--- src/rtl/input_buffer_pkg.sv ---
// input_buffer_pkg: fixed-point sample format shared by the input buffer and its banks
package input_buffer_pkg;
    localparam int INTEGER_WIDTH = 8;
    localparam int FRACTION_WIDTH = 8;
    typedef logic signed [INTEGER_WIDTH-1:-FRACTION_WIDTH] sample_t;
    function automatic int count_width(input int n);
        return (n > 1) ? $clog2(n) : 1;
    endfunction
endpackage

--- src/rtl/input_buffer_if.sv ---
// input_buffer_if: serial sample stream in, parallel frame out to the neuron layer
interface input_buffer_if
    import input_buffer_pkg::*;
#(
    parameter int NUM_INPUTS = 16
);
    sample_t in_data;
    logic in_valid;
    logic in_last;
    logic in_ready;
    sample_t inputs [NUM_INPUTS];
    logic inputs_ready;
    logic output_ready;
    logic frame_error;
    modport slave (
        input in_data, in_valid, in_last, output_ready,
        output in_ready, inputs, inputs_ready, frame_error
    );
    modport master (
        output in_data, in_valid, in_last, output_ready,
        input in_ready, inputs, inputs_ready, frame_error
    );
endinterface

--- src/rtl/input_buffer_input_bank.sv ---
// input_bank: NUM_INPUTS-slot sample register file with a single indexed write port
module input_bank
    import input_buffer_pkg::*;
#(
    parameter int NUM_INPUTS = 16,
    parameter int CW = count_width(NUM_INPUTS)
) (
    input logic clock,
    input logic reset,
    input logic we,
    input logic [CW-1:0] idx,
    input sample_t din,
    output sample_t q [NUM_INPUTS]
);
    always_ff @(posedge clock) begin
        if (reset) q <= '{default: '0};
        else if (we) q[idx] <= din;
    end
endmodule

--- src/rtl/input_buffer.sv ---
// input_buffer: collects serial samples into a NUM_INPUTS frame and holds it for the downstream layer.
// Define INPUT_BUFFER_DOUBLE_BUFFER_EN for ping-pong banks so the next frame fills while one is held.
module input_buffer
    import input_buffer_pkg::*;
#(
    parameter int NUM_INPUTS = 16
) (
    input logic clock,
    input logic reset,
    input_buffer_if.slave bus
);
    localparam int CW = count_width(NUM_INPUTS);
    typedef enum logic [1:0] {FILLING, PRESENTING, HOLDING} state_t;
    state_t state;
    logic [CW-1:0] count;
    logic present;
    logic error;
    logic accept;
    logic last_slot;
    logic done;
    logic rel;
    sample_t q0 [NUM_INPUTS];
    assign accept = bus.in_valid && bus.in_ready;
    assign last_slot = count == CW'(NUM_INPUTS - 1);
    assign done = accept && last_slot;
    assign rel = state == HOLDING && bus.output_ready;
    assign bus.inputs_ready = present;
    assign bus.frame_error = error;
`ifdef INPUT_BUFFER_DOUBLE_BUFFER_EN
    logic fill_sel;
    logic pending;
    logic pend_err;
    sample_t q1 [NUM_INPUTS];
    assign bus.in_ready = !pending;
    input_bank #(.NUM_INPUTS(NUM_INPUTS), .CW(CW)) bank0 (
        .clock(clock), .reset(reset), .we(accept && !fill_sel),
        .idx(count), .din(bus.in_data), .q(q0)
    );
    input_bank #(.NUM_INPUTS(NUM_INPUTS), .CW(CW)) bank1 (
        .clock(clock), .reset(reset), .we(accept && fill_sel),
        .idx(count), .din(bus.in_data), .q(q1)
    );
    // the presented bank is always the one not being filled
    for (genvar i = 0; i < NUM_INPUTS; i++) begin : g_out
        assign bus.inputs[i] = fill_sel ? q0[i] : q1[i];
    end
`else
    assign bus.in_ready = state == FILLING;
    input_bank #(.NUM_INPUTS(NUM_INPUTS), .CW(CW)) bank0 (
        .clock(clock), .reset(reset), .we(accept),
        .idx(count), .din(bus.in_data), .q(q0)
    );
    for (genvar i = 0; i < NUM_INPUTS; i++) begin : g_out
        assign bus.inputs[i] = q0[i];
    end
`endif
    always_ff @(posedge clock) begin
        if (reset) begin
            state <= FILLING;
            count <= '0;
            present <= 1'b0;
            error <= 1'b0;
`ifdef INPUT_BUFFER_DOUBLE_BUFFER_EN
            fill_sel <= 1'b0;
            pending <= 1'b0;
            pend_err <= 1'b0;
`endif
        end else begin
            present <= 1'b0;
            state <= state == PRESENTING ? HOLDING : rel ? FILLING : state;
            if (accept) count <= (last_slot || bus.in_last) ? '0 : count + CW'(1);
            // early in_last drops the partial frame; a full frame without in_last is still presented
            error <= accept && !last_slot && bus.in_last;
`ifdef INPUT_BUFFER_DOUBLE_BUFFER_EN
            if (done && (state == FILLING || rel)) begin
                fill_sel <= !fill_sel;
                state <= PRESENTING;
                present <= 1'b1;
                error <= !bus.in_last;
            end else if (done) begin
                pending <= 1'b1;
                pend_err <= !bus.in_last;
            end else if (pending && rel) begin
                fill_sel <= !fill_sel;
                state <= PRESENTING;
                present <= 1'b1;
                error <= pend_err;
                pending <= 1'b0;
            end
`else
            if (done) begin
                state <= PRESENTING;
                present <= 1'b1;
                error <= !bus.in_last;
            end
`endif
        end
    end
endmodule

--- src/flat_wrapper.sv ---
// flat-port wrapper written by rule: the top's interface ports become plain ports
module input_buffer_flat import input_buffer_pkg::*;
#(
    parameter int NUM_INPUTS = 16
)
  (clock, reset, bus_in_data, bus_in_valid, bus_in_last, bus_output_ready, bus_in_ready, bus_inputs, bus_inputs_ready, bus_frame_error);
  input_buffer_if #(.NUM_INPUTS(NUM_INPUTS)) bus_i ();
  input logic clock;
  input logic reset;
  input wire logic [$bits(bus_i.in_data)-1:0] bus_in_data;
  input wire logic [$bits(bus_i.in_valid)-1:0] bus_in_valid;
  input wire logic [$bits(bus_i.in_last)-1:0] bus_in_last;
  input wire logic [$bits(bus_i.output_ready)-1:0] bus_output_ready;
  output wire logic [$bits(bus_i.in_ready)-1:0] bus_in_ready;
  output wire logic [$bits(bus_i.inputs)-1:0] bus_inputs;
  output wire logic [$bits(bus_i.inputs_ready)-1:0] bus_inputs_ready;
  output wire logic [$bits(bus_i.frame_error)-1:0] bus_frame_error;
  assign bus_i.in_data = bus_in_data;
  assign bus_i.in_valid = bus_in_valid;
  assign bus_i.in_last = bus_in_last;
  assign bus_i.output_ready = bus_output_ready;
  assign bus_in_ready = bus_i.in_ready;
  assign bus_inputs = {>>{bus_i.inputs}};
  assign bus_inputs_ready = bus_i.inputs_ready;
  assign bus_frame_error = bus_i.frame_error;
  input_buffer #(.NUM_INPUTS(NUM_INPUTS)) u_core (.clock(clock), .reset(reset), .bus(bus_i));
endmodule
--- config.mk ---
export PLATFORM = sky130hd
export DESIGN_NAME = input_buffer_flat
export DESIGN_NICKNAME = d
export VERILOG_FILES = /design/src/rtl/input_buffer_pkg.sv /design/src/rtl/input_buffer_if.sv /design/src/rtl/input_buffer_input_bank.sv /design/src/rtl/input_buffer.sv /design/src/flat_wrapper.sv
export SDC_FILE = /design/constraint.sdc
export NUM_CORES = 1
export LEC_CHECK = 0
export CORE_UTILIZATION = 48
export CTS_CLUSTER_DIAMETER = 60
export DETAILED_ROUTE_END_ITERATION = 16
export GPL_TIMING_DRIVEN = 0
export MAX_ROUTING_LAYER = met4
export PLACE_DENSITY = 0.8
export SLEW_MARGIN = 10
export SYNTH_ARGS = -nofsm -noshare
export SYNTH_HDL_FRONTEND = slang
export SYNTH_SLANG_ARGS = --single-unit
--- constraint.sdc ---
create_clock -name clock -period 2.28 [get_ports clock]
set_input_delay 0.456 -clock clock [delete_from_list [all_inputs] [get_ports clock]]
set_output_delay 0.456 -clock clock [all_outputs]
set_load 0.01 [all_outputs]
After elaboration in Yosys (flattened, before gate mapping)
Index checks and enable logic that the tools add are counted.
{"block": "totals", "reg_bits": 264, "ram_bits": 0, "in_bits": 21, "rom_bits": 0, "latch_bits": 0, "word_cells": 50, "mem_count": 0}
{"block": "op_classes", "shifts": 0, "bitwise_logic": 1, "n_addsub": 1, "eq_ne": 3, "order_cmp": 2, "n_reduce_logical": 13, "div": 0, "n_mux": 9, "multipliers": 0}
{"operator": "bitwise mux 256 bit", "count": 1}
{"operator": "demux 16 bit (select 4 bit)", "count": 1}
{"operator": "2-to-1 mux 16 bit", "count": 1}
{"operator": "logical AND 1 bit", "count": 6}
{"operator": "greater-or-equal comparator 5 bit (second input constant)", "count": 1}
{"operator": "< comparator 5 x 1 -> 1 bit (second input constant)", "count": 1}
{"operator": "inverter 4 -> 5 bit", "count": 1}
{"operator": "adder 4 x 1 -> 4 bit (second input constant)", "count": 1}
{"operator": "== test 4 bit (second input constant)", "count": 1}
{"operator": "2-to-1 mux 2 bit", "count": 2}
{"operator": "2-to-1 mux 4 bit", "count": 1}
{"operator": "2-to-1 mux 1 bit", "count": 3}
{"operator": "nonzero test 3 bit", "count": 1}
{"operator": "== test 2 x 1 -> 1 bit (second input constant)", "count": 1}
{"operator": "== test 2 bit (second input constant)", "count": 1}
{"operator": "logical NOT 1 bit", "count": 2}
{"operator": "logical NOT 2 bit", "count": 1}
{"operator": "nonzero test 2 bit", "count": 1}
{"operator": "OR reduction 2 bit", "count": 1}
{"operator": "logical OR 1 bit", "count": 1}

Logic depth before layout (Yosys ltp)
{"block": "logic_depth", "word_depth": 6, "mapped_depth": 7, "ltp_nobuf": 5}

By module
A second synthesis with hierarchy kept.
{"block": "unflattened", "hier_cells": 934, "area_unflattened_um2": 10314.9}
{"mod": "input_bank", "cells_each": 894, "seq_area_each_um2": 5124.9, "n_inst": 1, "area_each_um2": 9980.8}
{"mod": "input_buffer", "cells_each": 40, "seq_area_each_um2": 160.2, "n_inst": 1, "area_each_um2": 334.1}

Worst setup path before layout
No wires, ideal clock.
{"block": "synth_timing", "kind": "input -> register", "from": "input port bus_in_valid", "to": "register u_core.count[3]", "cell_stages": 5, "setup_time_ns": 0.080, "n_path_buf": 2, "required_ns": 2.200, "t_arrival_ns": 1.716, "setup_slack_ns": 0.484, "cell_sequence": "buf_4 -> or3b_1 -> buf_2 -> or4_4 -> a211oi_2"}
{"block": "synth_via", "elab_chain_len": 1}
{"element": "from (decl)", "line_no": "flat_wrapper.sv:11", "source": "input wire logic [$bits(bus_i.in_valid)-1:0] bus_in_valid;"}
{"element": "logical AND 1 bit", "line_no": "input_buffer.sv:23", "source": "assign accept = bus.in_valid && bus.in_ready;"}
{"element": "to (signal assigned)", "line_no": "input_buffer.sv:71", "source": "if (accept) count <= (last_slot || bus.in_last) ? '0 : count + CW'(1);"}
{"element": "to (decl)", "line_no": "input_buffer.sv:15", "source": "logic [CW-1:0] count;"}
No other way between the ends.
A chain may end at the register's enable or synchronous reset.

Final worst setup path
{"block": "layout_timing", "from": "register u_core.state[0]", "to": "output port bus_in_ready"}
{"block": "layout_via", "elab_chain_len": 1}
{"element": "from (decl)", "line_no": "input_buffer.sv:14", "source": "state_t state;"}
{"element": "from (signal assigned)", "line_no": "input_buffer.sv:70", "source": "state <= state == PRESENTING ? HOLDING : rel ? FILLING : state;"}
{"element": "logical NOT 2 bit", "line_no": "input_buffer.sv:48", "source": "assign bus.in_ready = state == FILLING;"}
{"element": "to (decl)", "line_no": "flat_wrapper.sv:14", "source": "output wire logic [$bits(bus_i.in_ready)-1:0] bus_in_ready;"}
No other way between the ends.

==> insert_results.sql <==
INSERT INTO impl_metrics (metric_group, metric, value, unit) VALUES
('global_routing', 'antenna_found_initial', '1', ''),
('cts', 'clkLatencyLatePin', '0.53', 'ns'),
('drt', 'totalWireLength', '39900', 'um'),
('layout', 'fin_util', '68.3', '%'),
('drt', 'routed_wire_length_per_instance', '21.8', 'um'),
('layout', 'multi_input_area', '4190', 'um^2'),
('timing', 'fin_hold_ws', '0.363', 'ns'),
('timing', 'timing.setup.tns', '0', 'ns'),
('drt', 'highest-signal-layer', 'met4', ''),
('yosys', 'post_synth_xor_area_fraction', '0.0861', '%'),
('setup_path', 'worstPathArrival', '1.77', 'ns'),
('outcome', 'run_status', 'finished, final reports clean', ''),
('timing', 'timing.final.max_slew_violations', '0', ''),
('yosys', 'yosys_warnings', '0', ''),
('yosys', 'synth_seq_cells', '264', ''),
('timing', 'finalWorstPathRequiredPeriod', '2.23', 'ns'),
('timing', 'tightestPinTransition', '1.19', 'ns'),
('cts', 'cts.sink_count', '264', ''),
('cts', 'post_cts.repair.setup_buffers', '0', ''),
('cts', 'ctsRootBufferMaster', 'clkbuf_16', ''),
('drt', 'dr.pass1.iters', '6', ''),
('hold_path', 'hold_path_end', 'u_core.bank0.q[50]', ''),
('global_routing', 'grt_first_pass_wirelength', '59400', 'um'),
('setup_path', 'worst_r2r_startpoint', 'u_core.state[0]', ''),
('yosys', 'synth.area.mux_share', '0.0984', '%'),
('yosys', 'synthesis.nets', '1282', ''),
('setup_path', 'timing.critical_path.required', '1.82', 'ns'),
('timing', 'clock-skew-final', '0.0108', 'ns'),
('floorplan', 'start_util', '49.7', '%'),
('yosys', 'synth_cells', '1257', ''),
('power_and_ir_drop', 'power.leakage', '0.00442', 'uW'),
('power_and_ir_drop', 'power-per-cell-area', '688', 'nW/um^2'),
('drt', 'remaining_drc_errors', '0', ''),
('setup_path', 'setup.reg_to_reg.worst_slack', '0.08', 'ns'),
('drt', 'met1_wl', '15100', 'um'),
('timing', 'normalized_max_slew_margin', '20.8', '%'),
('placed_design', 'globalplace.congestion', '0.924', ''),
('cts', 'tritoncts', 'built', ''),
('hold_path', 'timing.hold.worst.start', 'bus_in_data[2]', ''),
('global_routing', 'first_global_vias', '10390', ''),
('cts', 'ctsHtreeMaxLevel', '1', ''),
('yosys', 'main_combinational_cell_family_by_area_after_synthesis', 'compound AO/OA/AOI/OAI gates', ''),
('hold_path', 'min_path_type', 'in2reg', ''),
('power_and_ir_drop', 'p_switching', '2230', 'uW'),
('layout', 'layout-drive-gt1-share', '4.62', '%'),
('setup_path', 'reg2reg_to', 'u_core.bank0.q[221]', ''),
('layout', 'regArea', '5290', 'um^2'),
('drt', 'met2WireLength', '18200', 'um'),
('yosys', 'syn-mean-instance-area', '8.10', 'um^2'),
('setup_path', 'category_of_the_worst_setup_path_launch_point', 'register', ''),
('power_and_ir_drop', 'irDropWorstVdd', '623', 'uV'),
('floorplan', 'floorplan.rows', '52', ''),
('power_and_ir_drop', 'power_report.internal_total', '7410', 'uW'),
('global_routing', 'grt_start_max_net_pins', '15', ''),
('cts', 'clk_path_buf_depth', '3', ''),
('run', 'drv_cap', '0', ''),
('drt', 'drt_iter0_markers', '1087', ''),
('cts', 'cts.clk_slew.worst_paths', '0.07', 'ns'),
('setup_path', 'worst_setup_path_end_kind', 'output port', ''),
('drt', 'detail-route-antenna-nets', '0', ''),
('placed_design', 'portBuffers', '261', ''),
('drt', 'total_number_of_vias', '11344', ''),
('hold_path', 'timing.hold.worst_path_depth', '3', ''),
('floorplan', 'floorplan.core_area', '20500', 'um^2'),
('setup_path', 'crit_path_max_fanout', '10', ''),
('floorplan', 'die_height', '148', 'um'),
('timing', 'timing_hold_violations_final', '0', ''),
('yosys', 'post_synth_and_or_nand_nor_area_fraction', '14.8', '%'),
('yosys', 'synthesized_area_fraction_occupied_by_ao_oa_aoi_and_oai_cells', '25.7', '%'),
('power_and_ir_drop', 'clockPowerShare', '46.4', '%'),
('placed_design', 'place.detailed.hpwl', '26900', 'um');
-- stage by stage --
stage               total power [uW]  worst slack, ns  cell area (um^2)
floorplan                       5010            0.484             10200
global placement                5240            0.109             13100
detailed placement              5250          -0.0346             13100
CTS                             9610           0.0318             14000
global route                    9830          0.00163             14000
finish                          9640           0.0511             14000
-- critical path, cell delays in order, from the launching register on --
cell and delay, ns:
dfxtp_1 0.33, buf_2 0.20, nor2_1 0.17, clkdlybuf4s50_1 0.56
-- kinds of logic after synthesis --
family                   Yosys count
flip-flops                       264
buffers and inverters            178
AO/OA/AOI/OAI                    520
multiplexers                       1
adder cells (fa/ha/maj)            4
XOR/XNOR                           1
AND/OR/NAND/NOR                  289
-- how the worst max path moves through the flow --
stage	slack, ns	start	cells after the start	endpoint
after floorplan	0.48	bus_in_valid	5	u_core.count[3]
after global placement	0.11	u_core.count[1]	6	u_core.bank0.q[64]
after detailed placement	-0.03	u_core.count[1]	6	u_core.bank0.q[6]
after CTS	0.03	u_core.count[0]	7	u_core.bank0.q[254]
after global routing	0.002	u_core.state[0]	5	u_core.bank0.q[224]
final	0.05	u_core.state[0]	3	bus_in_ready
-- final cells by class --
class / instances / share of cell area (%)
inverters: 3 / 0.0804
clock buffers: 41 / 5.77
well taps: 270 / 2.41
multi-input cells: 815 / 29.9
plain buffers: 170 / 4.83
flip-flops and latches: 264 / 37.7
diodes: 1 / 0.0179
repair buffers: 261 / 18.7
clock inverters: 5 / 0.581
-- power groups by stage --
| stage | combinational [uW] | sequential [uW] | clock (uW) |
|---|---|---|---|
| 6_report | 507 | 4660 | 4470 |
| 2_1_floorplan | 240 | 4770 | 0 |
| 5_1_grt | 526 | 4660 | 4640 |
| 3_3_place_gp | 480 | 4760 | 0 |
| 4_1_cts | 489 | 4660 | 4460 |
| 3_5_place_dp | 486 | 4760 | 0 |
-- routing by layer --
metal	vias to the layer above	GRT usage, %
li1	5027	-
met4	0	17.7
met1	5406	45.6
met3	153	7.75
met2	758	56.1
met5	-	-
-- registers in the layout, summed over array words and instances (netlist names) --
name	flops
u_core.bank0.q	256
u_core.count	4
u_core.state	2
u_core.bus.frame_error	1
u_core.bus.inputs_ready	1
-- cell usage after synthesis, drive strengths merged --
master	instances	area (um^2)
nand3b	1	7.51
or3b	1	8.76
ha	4	50.1
a31oi	1	6.26
nor4b	3	26.3
nor4bb	1	10.0
inv	3	11.3
nor4	1	21.3
buf	32	156
nand4bb	2	22.5
nor3	2	10.0
nand2	7	26.3
or4b	2	20.0
nand3	258	1290
or4	2	18.8
xor2	1	8.76
nor2	5	18.8
dfxtp	264	5290
a211oi	1	12.5
mux2i	1	10.0
clkbuf	143	537
a21oi	260	1300
o21ai	258	1290
and2	4	25.0
-- placed cells by master (no fill, tap or decap), types with 2 or more instances in the layout --
cell type	instances
nand4bb_1	2
bufinv_16	2
inv_1	3
clkbuf_1	143
nor2_1	5
or4b_1	2
o21ai_0	258
ha_1	4
nand3_1	258
buf_2	26
nor3_1	2
clkbuf_8	8
nand2_1	7
clkbuf_16	27
a21oi_1	260
clkinv_2	2
and2_1	3
clkdlybuf4s50_1	261
nor4b_1	3
buf_1	5
dfxtp_1	264
-- repair_timing --
action,CTS,global route
hold buffers,0,0
resized for setup,0,3
cloned,0,0
endpoints found under the setup margin,3,132
endpoints found under the hold margin,0,0
(Power assumes the default switching activity.)
